$ cat src/rtl/regfile_onehot_wr.sv
// 32 x DATA_W register file: one-hot write select, two combinational read ports, x0 = 0, sticky multi-hot flag, saturating write counter.
// Writes land on the clock edge and are readable the next cycle; REGFILE_BYPASS_EN forwards same-cycle write data to the read ports.
module regfile_onehot_wr #(
  parameter int                 DATA_W    = 32,
  parameter logic [DATA_W-1:0]  RESET_VAL = '0
) (
  input  logic              i_clk,
  input  logic              i_rst_n,
  input  logic [31:0]       i_wr_sel,
  input  logic [DATA_W-1:0] i_wr_data,
  input  logic [4:0]        i_rs1_addr,
  input  logic [4:0]        i_rs2_addr,
  output logic [DATA_W-1:0] o_rs1_data,
  output logic [DATA_W-1:0] o_rs2_data,
  input  logic              i_err_clr,
  output logic              o_onehot_err,
  output logic [15:0]       o_wr_count
);

  logic [DATA_W-1:0] regs [32];
  logic              multi_hot;
  logic              wr_any;

  // More than one bit set (bit 0 included): clearing the lowest set bit leaves something.
  assign multi_hot = (i_wr_sel & (i_wr_sel - 32'd1)) != 32'd0;
  assign wr_any    = |i_wr_sel[31:1];

  always_ff @(posedge i_clk or negedge i_rst_n) begin
    if (!i_rst_n) begin
      regs[0] <= '0;
      for (int k = 1; k < 32; k++) begin
        regs[k] <= RESET_VAL;
      end
    end else begin
      regs[0] <= '0;
      for (int k = 1; k < 32; k++) begin
        if (i_wr_sel[k]) begin
          regs[k] <= i_wr_data;
        end
      end
    end
  end

  always_ff @(posedge i_clk or negedge i_rst_n) begin
    if (!i_rst_n) begin
      o_onehot_err <= 1'b0;
    end else if (multi_hot) begin
      o_onehot_err <= 1'b1;
    end else if (i_err_clr) begin
      o_onehot_err <= 1'b0;
    end
  end

  always_ff @(posedge i_clk or negedge i_rst_n) begin
    if (!i_rst_n) begin
      o_wr_count <= 16'd0;
    end else if (wr_any && (o_wr_count != 16'hFFFF)) begin
      o_wr_count <= o_wr_count + 16'd1;
    end
  end

  always_comb begin
    o_rs1_data = regs[i_rs1_addr];
    o_rs2_data = regs[i_rs2_addr];
`ifdef REGFILE_BYPASS_EN
    if ((i_rs1_addr != 5'd0) && i_wr_sel[i_rs1_addr]) begin
      o_rs1_data = i_wr_data;
    end
    if ((i_rs2_addr != 5'd0) && i_wr_sel[i_rs2_addr]) begin
      o_rs2_data = i_wr_data;
    end
`endif
  end

endmodule

$ cat config.mk
export PLATFORM = sky130hd
export DESIGN_NAME = regfile_onehot_wr
export DESIGN_NICKNAME = d
export VERILOG_FILES = /design/src/rtl/regfile_onehot_wr.sv
export SDC_FILE = /design/constraint.sdc
export NUM_CORES = 2
export LEC_CHECK = 0
export CORE_ASPECT_RATIO = 1.2
export CORE_MARGIN = 3
export CORE_UTILIZATION = 35
export DETAILED_ROUTE_END_ITERATION = 16
export PLACE_DENSITY = 0.48
export SYNTH_ARGS = -nofsm -noshare
export SYNTH_HDL_FRONTEND = slang
export SYNTH_SLANG_ARGS = --single-unit
export TNS_END_PERCENT = 20
$ cat constraint.sdc
create_clock -name i_clk -period 8.4 [get_ports i_clk]
set_input_delay 0.84 -clock i_clk [delete_from_list [all_inputs] [get_ports i_clk]]
set_output_delay 0.84 -clock i_clk [all_outputs]
set_load 0.03 [all_outputs]
==> reports/qor.yml <==
outcome:
  run_status: "finished, final reports clean"
die:
  floorplan.initialDensity_pct: 35.4
  rows: 156
  die_x_um: 363
  die_area_sq_mm: 0.158
  core_region_sq_mm: 0.151
  die_y_um: 435
  num_io_pins: 158
global_route:
  grt_start_max_net_pins: 181
  first_global_vias: 35572
  initial_antenna_violation_count: 8
  wire_length_of_the_first_global_routing_pass_mm: 266
  gr-usage-all-layers_pct: 23.2
  gr-total-overflow: 0
clock_network:
  cts_max_path_buffers: 3
  holdBufCountCts: 0
  clock_sink_count: 1009
  cell_at_the_root_of_the_clock_tree: "sky130_fd_sc_hd__clkbuf_16"
  gates_resized_cts_repair: 0
  post-cts-setup-buffers: 0
  cts_inserted_buffers: 116
  ctsHtreeMaxLevel: 3
  tritoncts: "done"
  cts.reportedPaths.clkPinSlew_ns: 0.06
  worstSkewPairLatency_ns: 0.71
logic_synthesis:
  syn-mean-instance-area_sq_um: 16.4
  synthesis_warning_total: 0
  netlist_area_sq_mm: 0.0536
  async_flop_share_pct: 100
  yosys_register_bits: 1009
  syn_inst: 3268
  synthDistinctLibCells: 45
  syn_nets: 3346
  synth_flop_cell: "sky130_fd_sc_hd__dfrtp_1"
  synth_enable_flop_cells: 0
  synth-seq-area-share_pct: 47.1
worst_setup_path:
  rr_worst_depth: 5
  worstPathCellList: "buf_8 -> buf_4 -> mux2_2 -> a22o_1 -> mux4_2 -> mux2_2 -> clkdlybuf4s50_1"
  launch_instance_of_the_worst_register_to_register_path: "o_wr_count[0]"
  critPathCaptureType: "output port"
  path_common_cell: "sky130_fd_sc_hd__mux2_2"
  critPathArrivalTime_ns: 4.45
  critical-path-slowest-cell: "sky130_fd_sc_hd__buf_4"
  r2r_slack_ns: 6.13
  worstReg2RegEnd: "o_wr_count[1]"
  worst-endpoint-required_ns: 7.56
  cp_top_family: "buffers and inverters"
  slowest_delay_ns: 0.81
  critPathMaxFanout: 87
  worstSetupPathType: "in -> out"
  critical_path.startpoint_type: "input port"
  critical_path.n_buffers_inverters: 3
timing:
  period_utilization_pct: 62.9
  grt_setup_unrepaired: "no"
  timing.fmax_ghz: 0.189
  finalMaxSlewViolations: 0
  setup_tns_ns: 0
  max_slew_margin_pct: 22.1
  setup_viol_count_final: 0
  finalHoldViolCount: 0
  fin_crit_ns: 5.29
  clock_skew_ns: 0.00872
  tightest_slew_ns: 1.17
detailed_routing:
  first_pass_iteration_count_of_the_detailed_router: 9
  detail-route-antenna-nets: 0
  via_count: 32110
  vias_per_cell: 6.07
  route.detailed.drc: 0
  drt_wl_total_mm: 183
  post_drt_wl_per_cell_um: 34.6
  drt-initial-drc-count: 2445
pwr:
  power_mw: 13.5
  peakVddDrop_v: 0.000184
  power_per_cell_area_mw_per_mm2: 222
  leakagePower_nw: 23.3
cells_and_area:
  synthToLayoutAreaGrowth_pct: 13.0
  final_cell_mix: "1122 x sky130_fd_sc_hd__mux2_2, 1009 x sky130_fd_sc_hd__dfrtp_1, 576 x sky130_fd_sc_hd__mux4_2"
  layout_commonest_cell: "sky130_fd_sc_hd__mux2_2"
  finish.net_count: 3306
  num-fill-cells: 13733
  layout-drive-gt1-share_pct: 60.1
flow_run:
  drv.max_cap_violation_count: 0
place:
  place.detailed.hpwl_mm: 98.2
  buffer_ports.inserted: 157
  gp_congestion: 0.755
worst_hold_path:
  worst_hold_path_type: "in -> async"
## state kept, by name (all words and copies together), names as in the netlist
register / cells
o_wr_count: 16
regs: 992
o_onehot_err: 1
## per-stage QoR
step                std cells  hold WS, ns  utilization, %  setup slack, ns  cell area (sq um)
CTS                      5293       0.0777            40.0             3.06              60600
floorplan                3268        0.492               -             4.27              53600
global placement         5085        0.479            37.5             3.07              56800
global route             5293        0.122            40.0             2.94              60600
detailed placement       5085        0.489            37.5             3.06              56800
finish                   5294        0.109            40.0             3.11              60600
## power by group
part | switching (mW) | internal [mW]
Combinational | 1.24 | 1.37
Clock | 2.12 | 3.02
Sequential | 0.350 | 5.35
## final cells by class
type                       instances  area [sq um]  share of cell area [%]
antenna                            1          2.50                 0.00413
clock buffer                     176          3490                    5.76
clock inverter                    32           345                   0.570
inverter                           2          7.51                  0.0124
multi-input combinational       1875         26900                    44.4
sequential                      1009         25200                    41.7
tap                             1975          2470                    4.08
timing repair buffer             224          2090                    3.46
## how the worst max path moves through the flow
stage / startpoint / to / slack (ns) / depth (start not counted)
final: i_rs1_addr[1] / o_rs1_data[11] / 3.11 / 7
after global routing: i_rs1_addr[0] / o_rs1_data[1] / 2.94 / 6
after CTS: i_rs1_addr[0] / o_rs1_data[3] / 3.06 / 6
after detailed placement: i_rs1_addr[0] / o_rs1_data[3] / 3.06 / 6
after global placement: i_rs1_addr[0] / o_rs1_data[17] / 3.07 / 6
after floorplan: i_rs1_addr[0] / o_rs1_data[26] / 4.27 / 6
## layer usage
metal	track usage (%)	routed length (um)	vias up
li1	-	-	12696
met1	32.5	81300	18222
met2	37.7	88300	933
met3	3.30	8580	259
met4	6.61	4890	0
met5	0	0	-
## Yosys cell counts, types with 3 or more instances
| library cell | n | share of area (%) |
|---|---|---|
| sky130_fd_sc_hd__a21oi_1 | 3 | 0.028 |
| sky130_fd_sc_hd__a22o_1 | 63 | 1.0 |
| sky130_fd_sc_hd__and4_1 | 3 | 0.049 |
| sky130_fd_sc_hd__buf_1 | 115 | 0.81 |
| sky130_fd_sc_hd__clkbuf_1 | 264 | 1.8 |
| sky130_fd_sc_hd__dfrtp_1 | 1009 | 47 |
| sky130_fd_sc_hd__mux2_2 | 1122 | 24 |
| sky130_fd_sc_hd__mux4_2 | 576 | 24 |
| sky130_fd_sc_hd__nand2_1 | 12 | 0.084 |
| sky130_fd_sc_hd__nand3_1 | 10 | 0.093 |
| sky130_fd_sc_hd__nand4_1 | 8 | 0.093 |
| sky130_fd_sc_hd__nor2_1 | 8 | 0.056 |
| sky130_fd_sc_hd__nor2b_1 | 3 | 0.035 |
| sky130_fd_sc_hd__nor3_1 | 3 | 0.028 |
| sky130_fd_sc_hd__nor4_1 | 5 | 0.058 |
| sky130_fd_sc_hd__o21ai_0 | 5 | 0.047 |
| sky130_fd_sc_hd__o22ai_1 | 3 | 0.035 |
| sky130_fd_sc_hd__o31ai_1 | 3 | 0.042 |
| sky130_fd_sc_hd__or3_1 | 7 | 0.082 |
| sky130_fd_sc_hd__xnor2_1 | 13 | 0.21 |
## cells by family after synthesis
group	count (synthesis)	share of synthesized area, %
AOI/OAI and AO/OA	89	1.39
xor gates and xnor gates	14	0.229
adders and majority gates	3	0.0607
buffers and inverters	384	2.72
DFF	1009	47.1
muxes	1698	47.8
and+or+nand+nor	71	0.758
(Power assumes the default switching activity.)
